`src/rtl/datapath_ctrl.sv`:
```
// rtl/datapath_ctrl.sv - multi-cycle control sequencer for the 4-register/tmp/ALU datapath
module datapath_ctrl #(
    parameter int ALU_LAT = 0
) (
    input  logic       clk,
    input  logic       reset_n,
    input  logic [7:0] instr,
    input  logic       instr_valid,
    output logic       ready,
    output logic       done,
    output logic       w,
    output logic [1:0] Rn,
    output logic [2:0] sr,
    output logic [2:0] bsel,
    output logic [2:0] tsel,
    output logic       lt,
    output logic [1:0] aluop
);

    localparam logic [1:0] OP_LOAD = 2'b00;
    localparam logic [1:0] OP_MOV  = 2'b01;
    localparam logic [1:0] OP_ALU  = 2'b10;
    localparam logic [1:0] OP_SHL  = 2'b11;

    localparam logic [1:0] ALUOP_SHL = 2'b10;

    // One-hot encodings for the write-source and tmp-source selects
    localparam logic [2:0] SR_IN    = 3'b001;
    localparam logic [2:0] SR_TMP   = 3'b100;
    localparam logic [2:0] TSEL_ALU = 3'b001;
    localparam logic [2:0] TSEL_BIN = 3'b100;

    // A WAIT cycle ahead of each EX covers a registered ALU result
    localparam bit USE_WAIT = (ALU_LAT != 0);

    typedef enum logic [2:0] {
        S_IDLE,
        S_LDT,
        S_WAIT,
        S_EX,
        S_WB
    } state_t;

    state_t     state;
    state_t     next_state;

    logic [1:0] op_q;
    logic [1:0] rd_q;
    logic [1:0] rs_q;
    logic [1:0] imm_q;
    logic [1:0] cnt_q;
    logic       wb_seen_q;

    logic       accept;
    logic [2:0] ex_bsel;
    logic [1:0] ex_aluop;

    // R0 has no B-path select; it reads as zero through an all-off bsel
    function automatic logic [2:0] map_b(input logic [1:0] r);
        logic [2:0] m;
        case (r)
            2'd1:    m = 3'b001;
            2'd2:    m = 3'b010;
            2'd3:    m = 3'b100;
            default: m = 3'b000;
        endcase
        return m;
    endfunction

    assign accept = (state == S_IDLE) && instr_valid;

    // WAIT and EX share operand selects so the ALU sees stable inputs across both
    assign ex_bsel  = (op_q == OP_ALU) ? map_b(rs_q) : 3'b000;
    assign ex_aluop = (op_q == OP_SHL) ? ALUOP_SHL : ((op_q == OP_ALU) ? imm_q : 2'b00);

    // State register
    always_ff @(posedge clk or negedge reset_n) begin
        if (!reset_n) begin
            state <= S_IDLE;
        end else begin
            state <= next_state;
        end
    end

    // Instruction fields latched on acceptance; shift counter counts down per EX
    always_ff @(posedge clk or negedge reset_n) begin
        if (!reset_n) begin
            op_q  <= 2'b00;
            rd_q  <= 2'b00;
            rs_q  <= 2'b00;
            imm_q <= 2'b00;
            cnt_q <= 2'b00;
        end else if (accept) begin
            op_q  <= instr[7:6];
            rd_q  <= instr[5:4];
            rs_q  <= instr[3:2];
            imm_q <= instr[1:0];
            cnt_q <= instr[1:0];
        end else if (state == S_EX && cnt_q != 2'd0) begin
            cnt_q <= cnt_q - 2'd1;
        end
    end

    // Remembers that the previous cycle was write-back, so IDLE can flag done
    always_ff @(posedge clk or negedge reset_n) begin
        if (!reset_n) begin
            wb_seen_q <= 1'b0;
        end else begin
            wb_seen_q <= (state == S_WB);
        end
    end

    // Next-state sequencing through load-tmp, optional wait, execute and write-back
    always_comb begin
        next_state = state;
        case (state)
            S_IDLE: begin
                if (instr_valid) begin
                    next_state = (instr[7:6] == OP_LOAD) ? S_WB : S_LDT;
                end
            end
            S_LDT: begin
                if (op_q == OP_MOV) begin
                    next_state = S_WB;
                end else begin
                    next_state = USE_WAIT ? S_WAIT : S_EX;
                end
            end
            S_WAIT: begin
                next_state = S_EX;
            end
            S_EX: begin
                if (op_q == OP_SHL && cnt_q != 2'd0) begin
                    next_state = USE_WAIT ? S_WAIT : S_EX;
                end else begin
                    next_state = S_WB;
                end
            end
            S_WB: begin
                next_state = S_IDLE;
            end
            default: begin
                next_state = S_IDLE;
            end
        endcase
    end

    // Moore output decode from state and latched fields
    always_comb begin
        ready = 1'b0;
        done  = 1'b0;
        w     = 1'b0;
        Rn    = 2'b00;
        sr    = 3'b000;
        bsel  = 3'b000;
        tsel  = 3'b000;
        lt    = 1'b0;
        aluop = 2'b00;
        case (state)
            S_IDLE: begin
                ready = 1'b1;
                done  = wb_seen_q;
            end
            S_LDT: begin
                bsel = (op_q == OP_MOV) ? map_b(rs_q) : map_b(rd_q);
                tsel = TSEL_BIN;
                lt   = 1'b1;
            end
            S_WAIT: begin
                bsel  = ex_bsel;
                aluop = ex_aluop;
            end
            S_EX: begin
                bsel  = ex_bsel;
                aluop = ex_aluop;
                tsel  = TSEL_ALU;
                lt    = 1'b1;
            end
            S_WB: begin
                w  = 1'b1;
                Rn = rd_q;
                sr = (op_q == OP_LOAD) ? SR_IN : SR_TMP;
            end
            default: begin
                ready = 1'b0;
            end
        endcase
    end

endmodule

```
`config.mk`:
```
export PLATFORM = sky130hd
export DESIGN_NAME = datapath_ctrl
export DESIGN_NICKNAME = d
export VERILOG_FILES = /design/src/rtl/datapath_ctrl.sv
export SDC_FILE = /design/constraint.sdc
export NUM_CORES = 1
export LEC_CHECK = 0
export CAP_MARGIN = 20
export CORE_MARGIN = 10
export CORE_UTILIZATION = 46
export CTS_BUF_LIST = sky130_fd_sc_hd__clkbuf_8
export CTS_CLUSTER_SIZE = 28
export DETAILED_ROUTE_END_ITERATION = 12
export GPL_TIMING_DRIVEN = 0
export PLACE_DENSITY = 0.84
export RECOVER_POWER = 50
export SYNTH_ARGS = -nofsm -noshare
export SYNTH_HDL_FRONTEND = slang
export SYNTH_SLANG_ARGS = --single-unit
```
`constraint.sdc`:
```
create_clock -name clk -period 3.1 [get_ports clk]
set_input_delay 0.775 -clock clk [delete_from_list [all_inputs] [get_ports clk]]
set_output_delay 0.775 -clock clk [all_outputs]
set_load 0.03 [all_outputs]
```
==> results.txt <==
In the routed layout, each cell is associated on average with a via count of 5.08. The number of enable-type register cells in the synthesized netlist is 0. The setup slack of the critical path after layout is 0.132 ns. The number of cells on the worst reg-to-reg path came out at 4. The number of buffers created by CTS came out at 3. The total wire length came out at 2120 µm.

The number of max-slew violations in the final report came out at 0. In the layout the commonest cells are 22 x sky130_fd_sc_hd__clkdlybuf4s50_1, 14 x sky130_fd_sc_hd__dfrtp_1, 9 x sky130_fd_sc_hd__nand2_1. The net switching fraction of the power is 43.0%. Hold repair after CTS inserted 0 buffers. The synthesized netlist devotes 1.45% of its cell area to adder and majority cells. In the final layout, flip-flops and latches occupy 350 µm². STA classifies the critical path startpoint as an input pin. Global routing used 11.5% of the available met1 tracks. The initialized floorplan defines 15 standard-cell rows. The top fanout value on the critical path came out at 10. Counting distinct cell types in the post-synthesis netlist gives 37. After synthesis, the largest family of logic cells by area is simple AND/OR/NAND/NOR gates.

The global route total overflow is 0. The part of the power in combinational logic is 61.1%. Clock skew on the completed layout was measured at 0.00288 ns. The type of the most critical hold path is reg2reg.

The post-synthesis xor/xnor area fraction is 1.01%. The simple-gate area share of the yosys netlist came out at 25.0%. STA classifies the critical path endpoint as a flop. The internal power of the cells is 690 µW.

Of the cells placed in the final design, the portion with a size suffix greater than 1 is 15.5%. The final-report setup violation count came out at 0. The required arrival time at the worst endpoint came out at 3.25 ns.

The fraction of registers with async set/reset is 100%. Entering global routing, the biggest net connects 15 pins. A synthesized cell averages 9.94 µm².

After clock tree synthesis, the clock-pin slew on the worst setup and hold paths is 0.06 ns. The fmax came out at 337 MHz. For this design the ratio of total power to cell area is 1040 nW/µm². The total via count in the routed design is 716.

The number of antenna repair diodes came out at 0. The number of global-route vias before repair came out at 781. The mux share of post-synthesis cell area is 6.95%. The post-cts repair resize count is 0. The power share of the sequential group is 26.8%.

The die covers 4010 µm². The latest clock arrival within the worst-skew pair came out at 0.24 ns. The congestion estimate from routability-driven global placement came to 0.750.

The die extent in y came out at 63.4 µm. The count of final hold-check violations came out at 0. The first-iteration detailed-routing DRC count is 11.

Buffers placed on the I/O ports in this run total 25. The arrival time reported for the critical path endpoint is 3.12 ns. The area fraction in compound gates after synthesis is 14.8%. The number of antenna violations at the first check in global routing is 0. The longest clock path from root to sink contains 2 buffers. The instance count of the mapped netlist is 87. The die width came out at 63.4 µm. The critical path is of the in2reg type. Setup total negative slack on the finished layout was measured at 0 ns. The setup fix buffers added after clock tree synthesis is 0.

Final hold analysis gives a worst-case slack of 0.540 ns. The layer carrying the most global-route usage is met2. The post-route minimum period is 2.97 ns. The share of synthesized area occupied by flip-flops and latches came out at 40.5%. The CTS tree is done.

The pre-CTS setup slack came out at 0.419 ns. The core region area is 1750 µm². The headroom to the max-slew limit came out at 7.45%.

Along the worst hold path, the cell count comes to 2. The combined area of the multi-input logic cells is 418 µm². The number of H-tree levels came out at 1. VDD sags by at most 0.000506 V. The finished cells cover 1170 µm². The most common library cell in the layout ignoring fill and taps is sky130_fd_sc_hd__clkdlybuf4s50_1. The number of nets still failing antenna checks after routing came out at 0.

The wire length of the first global-routing pass is 3670 µm. After detailed routing, the average wire length per cell comes to 15.0 µm. In the global route stage, met3 resource usage came out at 2.47%. The global routing met2 resource utilization came out at 19.2%.

The commonest register cell after synthesis is sky130_fd_sc_hd__dfrtp_1. Clock tree synthesis selected as its root buffer the cell sky130_fd_sc_hd__clkbuf_8. The number of synthesis warnings came out at 0. The clock network power share is 12.1%.

The effective utilization at floorplan came out at 49.5%. Setup repair after global routing left no endpoint under its margin. The global router's overall resource usage came out at 11.0%. The layout has 141 filler cells.

The reported max-cap violation count is 0. Relative to the synthesized area, the layout overhead comes to 35.2%. For this design the top-level I/O count stands at 28.

The flow ran to the end, and the final reports show no timing, DRC or antenna violations. The first-pass iteration count of the detailed router came out at 4. The cell area after technology mapping is 865 µm². The cell area reported after detailed placement came out at 1150 µm².

The reported leakage power came out at 0.000508 µW. For the pin with the worst max-slew slack, the measured transition is 1.37 ns. The number of nets at the end of the flow is 130. After detailed routing, the number of remaining DRC violations is 0. The fraction of the cycle the final worst path needs came out at 95.7%. The count of clock tree sinks is 14. The net switching component of the power came out at 521 µW. The synthesized flop and latch total came out at 14.

The HPWL reported at the end of detailed placement is 1620 µm.
-- per-layer routing --
layer	vias to the layer above	routed length, µm
met4	0	50
met5	-	0
li1	355	-
met2	16	1120
met1	341	864
met3	4	84
-- layout make-up --
| class | count | share of cell area [%] |
|---|---|---|
| Multi-Input combinational cell | 59 | 35.8 |
| Inverter | 7 | 2.25 |
| Tap cell | 25 | 2.68 |
| Sequential cell | 14 | 30.0 |
| Timing Repair Buffer | 25 | 21.4 |
| Clock buffer | 3 | 3.53 |
| Buffer | 8 | 4.39 |
-- worst max-delay path: stages --
cell and delay [ns]:
sky130_fd_sc_hd__dlygate4sd3_1 0.55, sky130_fd_sc_hd__nor4b_1 1.09, sky130_fd_sc_hd__clkbuf_1 0.41, sky130_fd_sc_hd__o21ai_0 0.19
sky130_fd_sc_hd__o31ai_1 0.10
-- stage by stage --
step	cells	power, µW	utilization [%]
6_report	141	1210	67.0
5_1_grt	141	1290	67.0
4_1_cts	141	1240	68.2
3_5_place_dp	138	1080	65.9
3_3_place_gp	138	1060	65.9
2_1_floorplan	88	863	-
-- cell usage after synthesis, drive strengths merged (2+ instances only) --
cell	number	share of area [%]
o21ai	7	4.5
o211a	2	2.3
o32ai	2	2.9
nor3	4	2.3
inv	7	3.0
mux2	5	6.9
nand2	9	3.9
dfrtp	14	41
nor2	5	2.2
nor2b	3	2.2
nand3b	2	1.7
and2	2	1.4
buf	7	6.4
-- cell families (layout without fill, tap and decap cells) --
kind of cell,after synthesis,count (layout)
and+or+nand+nor,33,33
AOI/OAI and AO/OA,17,17
buffers and inverters,15,43
DFF,14,14
muxes,5,5
adders and majority gates,1,1
other,1,2
xor gates and xnor gates,1,1
-- path summary, 6_finish.rpt --
path / endpoint / slack (ns) / startpoint
worst min-delay path: imm_q[1]$_DFFE_PN0P_ / 0.54 / imm_q[1]$_DFFE_PN0P_
worst min register to register: imm_q[1]$_DFFE_PN0P_ / 0.54 / imm_q[1]$_DFFE_PN0P_
max in group asynchronous: rd_q[0]$_DFFE_PN0P_ / 1.70 / reset_n
min in group asynchronous: imm_q[0]$_DFFE_PN0P_ / 0.99 / reset_n
worst max register to register: state[0]$_DFFE_PN0P_ / 0.76 / state[1]$_DFFE_PN0P_
worst max-delay path: state[0]$_DFFE_PN0P_ / 0.13 / instr_valid
-- sequential cells by signal, indices dropped and copies added (netlist names) --
register and flops:
rd_q 2, imm_q 2, cnt_q 2, state 3
wb_seen_q 1, op_q 2, rs_q 2
-- power groups by stage --
stage	logic [µW]	registers (µW)	clock network [µW]
5_1_grt	803	333	157
4_1_cts	757	334	149
3_5_place_dp	751	333	0
6_report	739	325	146
2_1_floorplan	542	321	0
3_3_place_gp	730	330	0
(Power assumes the default switching activity.)
